$ cat src/rtl/fifo_merge_rr_if.sv
// ---------------------------------------------------------------------------
// fifo_merge_rr_if
// Bundle of the source-side and sink-side handshake signals of the
// round-robin FIFO merger.
//   SRC_EMPTY  : per-source empty flag (low = SRC_DATA slice valid, FWFT)
//   SRC_DATA   : concatenated source words, source i at [i*DSIZE +: DSIZE]
//   SRC_READ   : one-hot pop strobe back to the granted source
//   OUT_READ   : downstream pop of the current OUT_DATA
//   OUT_EMPTY  : output buffer holds no word
//   OUT_DATA   : head word of the output buffer
//   GRANT      : registered one-hot grant, zero when idle
//   READ_ERROR : sticky flag, downstream popped an empty buffer
// Modports: master = sources + downstream reader, slave = the merger.
// ---------------------------------------------------------------------------
interface fifo_merge_rr_if #(
  parameter int N_SRC = 5,
  parameter int DSIZE = 32
);
  logic [N_SRC-1:0]       SRC_EMPTY;
  logic [N_SRC*DSIZE-1:0] SRC_DATA;
  logic [N_SRC-1:0]       SRC_READ;
  logic                   OUT_READ;
  logic                   OUT_EMPTY;
  logic [DSIZE-1:0]       OUT_DATA;
  logic [N_SRC-1:0]       GRANT;
  logic                   READ_ERROR;

  modport master (
    output SRC_EMPTY, SRC_DATA, OUT_READ,
    input  SRC_READ, OUT_EMPTY, OUT_DATA, GRANT, READ_ERROR
  );

  modport slave (
    input  SRC_EMPTY, SRC_DATA, OUT_READ,
    output SRC_READ, OUT_EMPTY, OUT_DATA, GRANT, READ_ERROR
  );
endinterface

$ cat src/rtl/fifo_merge_rr.sv
// ---------------------------------------------------------------------------
// fifo_merge_rr
// Round-robin merger of N_SRC first-word-fall-through sources into one word
// stream. A grant is held for at most MAX_BURST words (or until the source
// runs empty), then the search pointer moves past the granted source. Words
// pass through a registered 2-entry output buffer, so OUT_DATA/OUT_EMPTY
// come straight from flops.
// Ports:
//   BUS_CLK  : single clock
//   BUS_RST  : synchronous active-high reset
//   bus      : fifo_merge_rr_if.slave (sources, output stream, status)
// Parameters: N_SRC sources, DSIZE word width, MAX_BURST 1..255.
// ---------------------------------------------------------------------------
module fifo_merge_rr #(
  parameter int N_SRC     = 5,
  parameter int DSIZE     = 32,
  parameter int MAX_BURST = 16
) (
  input  logic            BUS_CLK,
  input  logic            BUS_RST,
  fifo_merge_rr_if.slave  bus
);

  localparam int          IW = (N_SRC > 1) ? $clog2(N_SRC) : 1;
  localparam int unsigned NS = N_SRC;

  typedef enum logic {IDLE, BURST} state_t;

  // (base + step) mod N_SRC, for base < N_SRC and step <= N_SRC
  function automatic logic [IW-1:0] wrap_add(input logic [IW-1:0] base,
                                             input int unsigned  step);
    int unsigned sum;
    sum = 32'(base) + step;
    if (sum >= NS) sum = sum - NS;
    return IW'(sum);
  endfunction

  state_t           state_reg;
  logic [IW-1:0]    g_reg;
  logic [IW-1:0]    ptr_reg;
  logic [7:0]       bcnt_reg;
  logic [N_SRC-1:0] grant_reg;

  logic [1:0]       count_reg;
  logic [1:0]       count_next;
  logic [DSIZE-1:0] head_reg;
  logic [DSIZE-1:0] tail_reg;
  logic             empty_reg;
  logic             err_reg;

  logic [DSIZE-1:0] src_word [N_SRC];
  logic [IW-1:0]    cand [N_SRC];
  logic [N_SRC-1:0] req_rot;
  logic [N_SRC-1:0] pick_onehot;
  logic [IW-1:0]    pick;
  logic             any_req;

  logic             src_empty_g;
  logic             room;
  logic             xfer;
  logic             pop;
  logic             last_word;

  // Unpack the source bus and build the request vector rotated so that
  // position 0 is the source the pointer currently designates.
  for (genvar gi = 0; gi < N_SRC; gi++) begin : g_src
    assign src_word[gi]    = bus.SRC_DATA[gi*DSIZE +: DSIZE];
    assign cand[gi]        = wrap_add(ptr_reg, gi);
    assign req_rot[gi]     = ~bus.SRC_EMPTY[cand[gi]];
    assign pick_onehot[gi] = (pick == IW'(gi));
    assign bus.SRC_READ[gi] = xfer & (g_reg == IW'(gi));
  end

  // First requester in search order; descending loop so the lowest
  // rotated position wins.
  always_comb begin
    pick    = ptr_reg;
    any_req = 1'b0;
    for (int k = N_SRC - 1; k >= 0; k--) begin
      if (req_rot[k]) begin
        pick    = cand[k];
        any_req = 1'b1;
      end
    end
  end

  assign src_empty_g = bus.SRC_EMPTY[g_reg];
  // A full buffer still accepts a word when the head leaves this cycle.
  assign room        = (count_reg != 2'd2) | bus.OUT_READ;
  // Gated by reset so nothing is popped from a source in the reset cycle.
  assign xfer        = ~BUS_RST & (state_reg == BURST) & ~src_empty_g & room;
  assign pop         = bus.OUT_READ & ~empty_reg;
  assign last_word   = ({1'b0, bcnt_reg} + 9'd1) == 9'(MAX_BURST);

  // Arbitration FSM
  always_ff @(posedge BUS_CLK) begin
    if (BUS_RST) begin
      state_reg <= IDLE;
      g_reg     <= '0;
      ptr_reg   <= '0;
      bcnt_reg  <= '0;
      grant_reg <= '0;
    end else begin
      case (state_reg)
        IDLE: begin
          if (any_req) begin
            g_reg     <= pick;
            grant_reg <= pick_onehot;
            bcnt_reg  <= '0;
            state_reg <= BURST;
          end else begin
            grant_reg <= '0;
          end
        end
        BURST: begin
          // Source drained, or the burst quota is used up by this word:
          // release and move the search start past this source.
          if (src_empty_g || (xfer && last_word)) begin
            state_reg <= IDLE;
            grant_reg <= '0;
            ptr_reg   <= wrap_add(g_reg, 1);
          end else if (xfer) begin
            bcnt_reg <= bcnt_reg + 8'd1;
          end
        end
        default: state_reg <= IDLE;
      endcase
    end
  end

  always_comb begin
    count_next = count_reg;
    case ({xfer, pop})
      2'b10:   count_next = count_reg + 2'd1;
      2'b01:   count_next = count_reg - 2'd1;
      default: count_next = count_reg;
    endcase
  end

  // Two-entry output buffer: head_reg is the visible word, tail_reg the
  // second one. xfer at count 2 implies pop, so the push never overflows.
  always_ff @(posedge BUS_CLK) begin
    if (BUS_RST) begin
      count_reg <= '0;
      head_reg  <= '0;
      tail_reg  <= '0;
      empty_reg <= 1'b1;
      err_reg   <= 1'b0;
    end else begin
      if (xfer) begin
        if (count_reg == 2'd0 || (count_reg == 2'd1 && pop)) begin
          head_reg <= src_word[g_reg];
        end else if (count_reg == 2'd1) begin
          tail_reg <= src_word[g_reg];
        end else begin
          head_reg <= tail_reg;
          tail_reg <= src_word[g_reg];
        end
      end else if (pop) begin
        head_reg <= tail_reg;
      end
      count_reg <= count_next;
      empty_reg <= (count_next == 2'd0);
      if (bus.OUT_READ && empty_reg) err_reg <= 1'b1;
    end
  end

  assign bus.OUT_EMPTY  = empty_reg;
  assign bus.OUT_DATA   = head_reg;
  assign bus.GRANT      = grant_reg;
  assign bus.READ_ERROR = err_reg;

endmodule

$ cat src/flat_wrapper.sv
// flat-port wrapper written by rule: the top's interface ports become plain ports
module fifo_merge_rr_flat 
#(
  parameter int N_SRC     = 5,
  parameter int DSIZE     = 32,
  parameter int MAX_BURST = 16
)
  (BUS_CLK, BUS_RST, bus_SRC_EMPTY, bus_SRC_DATA, bus_OUT_READ, bus_SRC_READ, bus_OUT_EMPTY, bus_OUT_DATA, bus_GRANT, bus_READ_ERROR);
  fifo_merge_rr_if #(.N_SRC(N_SRC), .DSIZE(DSIZE)) bus_i ();
  input  logic BUS_CLK;
  input  logic BUS_RST;
  input wire logic [$bits(bus_i.SRC_EMPTY)-1:0] bus_SRC_EMPTY;
  input wire logic [$bits(bus_i.SRC_DATA)-1:0] bus_SRC_DATA;
  input wire logic [$bits(bus_i.OUT_READ)-1:0] bus_OUT_READ;
  output wire logic [$bits(bus_i.SRC_READ)-1:0] bus_SRC_READ;
  output wire logic [$bits(bus_i.OUT_EMPTY)-1:0] bus_OUT_EMPTY;
  output wire logic [$bits(bus_i.OUT_DATA)-1:0] bus_OUT_DATA;
  output wire logic [$bits(bus_i.GRANT)-1:0] bus_GRANT;
  output wire logic [$bits(bus_i.READ_ERROR)-1:0] bus_READ_ERROR;
  assign bus_i.SRC_EMPTY = bus_SRC_EMPTY;
  assign bus_i.SRC_DATA = bus_SRC_DATA;
  assign bus_i.OUT_READ = bus_OUT_READ;
  assign bus_SRC_READ = bus_i.SRC_READ;
  assign bus_OUT_EMPTY = bus_i.OUT_EMPTY;
  assign bus_OUT_DATA = bus_i.OUT_DATA;
  assign bus_GRANT = bus_i.GRANT;
  assign bus_READ_ERROR = bus_i.READ_ERROR;
  fifo_merge_rr #(.N_SRC(N_SRC), .DSIZE(DSIZE), .MAX_BURST(MAX_BURST)) u_core (.BUS_CLK(BUS_CLK), .BUS_RST(BUS_RST), .bus(bus_i));
endmodule
$ cat config.mk
export PLATFORM = sky130hd
export DESIGN_NAME = fifo_merge_rr_flat
export DESIGN_NICKNAME = d
export VERILOG_FILES = /design/src/rtl/fifo_merge_rr_if.sv /design/src/rtl/fifo_merge_rr.sv /design/src/flat_wrapper.sv
export SDC_FILE = /design/constraint.sdc
export NUM_CORES = 1
export LEC_CHECK = 0
export CELL_PAD_IN_SITES_DETAIL_PLACEMENT = 1
export CELL_PAD_IN_SITES_GLOBAL_PLACEMENT = 1
export CORE_ASPECT_RATIO = 0.8
export CORE_MARGIN = 2
export CORE_UTILIZATION = 25
export CTS_CLUSTER_DIAMETER = 80
export DETAILED_ROUTE_END_ITERATION = 6
export GPL_TIMING_DRIVEN = 0
export PLACE_DENSITY_LB_ADDON = 0.1
export SLEW_MARGIN = 10
export SYNTH_ARGS = -nofsm -noshare
export SYNTH_HDL_FRONTEND = slang
export SYNTH_SLANG_ARGS = --single-unit
$ cat constraint.sdc
create_clock -name BUS_CLK -period 8.3 [get_ports BUS_CLK]
set_input_delay 2.075 -clock BUS_CLK [delete_from_list [all_inputs] [get_ports BUS_CLK]]
set_output_delay 2.075 -clock BUS_CLK [all_outputs]
set_load 0.02 [all_outputs]
==> impl_metrics.py <==
metrics = {
    "outcome": {
        "status": "finished, final reports clean",
    },
    "clock_network": {
        "cts_buffers": 9,
        "ctsHoldBuffers": 0,
        "clk_latency_ns": 0.35,
        "cts_sinks": 88,
        "cts_max_path_buffers": 2,
        "cts_resized": 0,
        "htree_levels": 3,
        "clk_pin_slew_ns": 0.06,
        "cts_setup_buffers": 0,
        "root_buffer": "clkbuf_16",
        "cts_tree": "built",
    },
    "power": {
        "clockPowerShare_pct": 17.6,
        "cellPowerDensity_nw_per_um2": 262.4,
        "irDropWorstVdd_uv": 122.0,
        "combPwrFrac_pct": 60.6,
        "pwr-share-seq_pct": 21.8,
        "sw_frac_of_total_pct": 45.27,
        "p_int_w": 0.001264,
        "leakage_nw": 3.010,
        "p_sw_w": 0.001046,
    },
    "die": {
        "die-area_sq_um": 25350,
        "die_y_microns": 142.8,
        "initial_core_util_pct": 25.60,
        "core.rowCount": 50,
        "die_w_microns": 177.5,
        "io_pins": 212,
        "core-area_sq_um": 23520,
    },
    "layout": {
        "nFillCells": 2778,
        "finalNetCount": 1083,
        "layout_commonest_cell": "clkdlybuf4s50_1",
        "fin_cells": 1210,
        "final_cell_mix": "210 x clkdlybuf4s50_1, 90 x nand2_1, 88 x dfxtp_1",
        "antenna_cells": 0,
        "finalCoreUtilization_pct": 37.41,
        "area_delta_synth_final_pct": 46.15,
        "drive_above_1_share_pct": 10.69,
    },
    "synthesis": {
        "async_reset_ff_share_pct": 0,
        "ys_ff_latch": 88,
        "synth_ff_type": "dfxtp_1",
        "synth_cells": 672,
        "synthesis.nets": 862,
        "synth_edf_count": 0,
        "syn_area_sq_um": 6022,
        "yosys_warnings": 0,
        "ys_seq_area_share_pct": 29.25,
        "syn_avg_cell_area_sq_um": 8.961,
        "synth.distinct_cells": 72,
    },
    "sta": {
        "finalCritPeriodShare_pct": 84.17,
        "worstMarginPinSlew_ns": 0.8852,
        "max_freq_mhz": 143.1,
        "relSlewSlack_pct": 40.53,
        "slew_viol_final": 0,
        "setup_viol": 0,
        "hold_viol_final": 0,
        "tns_ns": 0,
        "period_needed_ns": 6.986,
        "fin_worst_skew_ns": 0.008008,
        "layout_setup_ws_ns": 1.314,
        "rsz0062_at_grt": "false",
    },
    "placed_design": {
        "portBuffers": 210,
        "dp_cells": 1194,
        "hpwl_microns": 20480,
        "place_ws_ns": 1.321,
        "gp_congestion": 0.8311,
    },
    "route": {
        "drt-total-wl_microns": 24940,
        "met1Wirelength_microns": 11750,
        "dr.first_iter.drc_count": 276,
        "vias": 6242,
        "dr.pass1.iters": 5,
        "ant_nets": 0,
        "top_layer": "met4",
        "wl_met2_microns": 12000,
        "vias_per_cell": 5.159,
        "remaining_drc_errors": 0,
        "met3WireLength_microns": 1005,
        "routedWlPerCell_microns": 20.61,
    },
    "worst_setup_path": {
        "cp.required_ns": 6.23,
        "crit_top_cell": "clkdlybuf4s50_1",
        "critPathSlowestCell": "clkdlybuf4s50_1",
        "timing.reg2reg.setup_slack_ns": 4.20,
        "worstSetupEndpointType": "output pin",
        "cp_cell_sequence": "clkdlybuf4s50_1 > mux4_2 > a22oi_1 > nand2_1 > inv_1 > and3_1 > clkdlybuf4s50_1",
        "crit_arrival_ns": 4.91,
        "crit_fanout": 9,
        "critPathLaunchType": "primary input",
        "path_class": "primary input to output pin",
        "cp_slowest_stage_delay_ns": 0.63,
    },
    "global_route": {
        "grt_pass1_wl_microns": 38160,
        "grt.total_usage_pct": 19.70,
        "grt_pass1_vias": 6698,
        "overflow": 0,
        "grt_antenna_before_repair": 0,
        "grt_start_max_net_pins": 18,
    },
    "min_path": {
        "hold_class": "register to register",
    },
    "flow_run": {
        "drv_cap": 0,
    },
}
## metrics by stage
stage | cell area, sq um | hold WS [ns] | total power, W
finish | 8801 | 0.4569 | 0.002310
global route | 8801 | 0.4736 | 0.002484
CTS | 8801 | 0.4563 | 0.002327
detailed placement | 8514 | 0.4470 | 0.001913
global placement | 8514 | 0.4415 | 0.001878
floorplan | 6022 | 0.4733 | 0.001460
## logic make-up after synthesis
| logic type | synth area share [%] |
|---|---|
| flip-flops | 29.25 |
| adder cells (fa/ha/maj) | 4.696 |
| buffers and inverters | 5.444 |
| XOR/XNOR | 0.9975 |
| AO/OA/AOI/OAI | 27.86 |
| AND/OR/NAND/NOR | 15.33 |
| multiplexers | 16.41 |
## final cells by class
| class | instances | area (sq um) | share of cell area [%] |
|---|---|---|---|
| multi-input combinational | 507 | 3933 | 44.68 |
| clock inverter | 7 | 61.31 | 0.6966 |
| inverter | 19 | 71.32 | 0.8103 |
| tap | 312 | 390.4 | 4.436 |
| clock buffer | 9 | 225.2 | 2.559 |
| sequential | 88 | 1762 | 20.02 |
| timing repair buffer | 210 | 2102 | 23.88 |
| buffer | 58 | 256.5 | 2.914 |
## synthesized netlist by cell type, drive strengths merged (5+ instances only)
cell type / n / area share [%]
o211ai: 36 / 4.5
clkbuf: 39 / 2.4
dfxtp: 88 / 29
o21ai: 15 / 1.2
a32o: 5 / 0.83
mux2: 5 / 1.0
or2: 5 / 0.52
nand2: 91 / 5.7
nand3: 9 / 0.75
a211oi: 43 / 5.7
and2: 5 / 0.52
mux2i: 5 / 0.83
ha: 21 / 4.4
o31ai: 5 / 1.1
a22oi: 35 / 4.4
nor2b: 5 / 0.52
inv: 19 / 1.2
mux4: 39 / 15
nor2: 54 / 3.4
buf: 19 / 1.8
and3: 10 / 1.0
a21oi: 47 / 3.9
nand2b: 9 / 0.93
## power groups by stage
stage	Sequential (W)	Combinational, W	Clock, W
floorplan	0.000531	0.000929	0
global placement	0.000511	0.00137	0
detailed placement	0.000513	0.00140	0
CTS	0.000504	0.00141	0.000416
global route	0.000510	0.00154	0.000435
finish	0.000504	0.00140	0.000407
## path summary, 6_finish.rpt
kind | end | from | cells past startpoint
max reg2reg | u_core.bus.GRANT[1]$_SDFFE_PP0P_ | u_core.ptr_reg[1]$_SDFFE_PP0P_ | 12
min | u_core.bus.OUT_DATA[30]$_SDFFE_PP0P_ | u_core.bus.OUT_DATA[30]$_SDFFE_PP0P_ | 2
max | bus_SRC_READ[1] | bus_SRC_EMPTY[3] | 7
min reg2reg | u_core.bus.OUT_DATA[30]$_SDFFE_PP0P_ | u_core.bus.OUT_DATA[30]$_SDFFE_PP0P_ | 2
## routing by layer
layer / GRT usage (%) / vias up
li1: - / 2992
met1: 27.12 / 3115
met2: 32.54 / 121
met3: 3.541 / 14
met4: 3.408 / 0
met5: 0 / -
## critical path: cells and delay by family
| family | cells | cell delay (ns) |
|---|---|---|
| multiplexers | 1 | 0.54 |
| AO/OA/AOI/OAI | 1 | 0.38 |
| AND/OR/NAND/NOR | 2 | 0.48 |
| buffers and inverters | 3 | 1.43 |
Power figures use the tool's default switching activity.
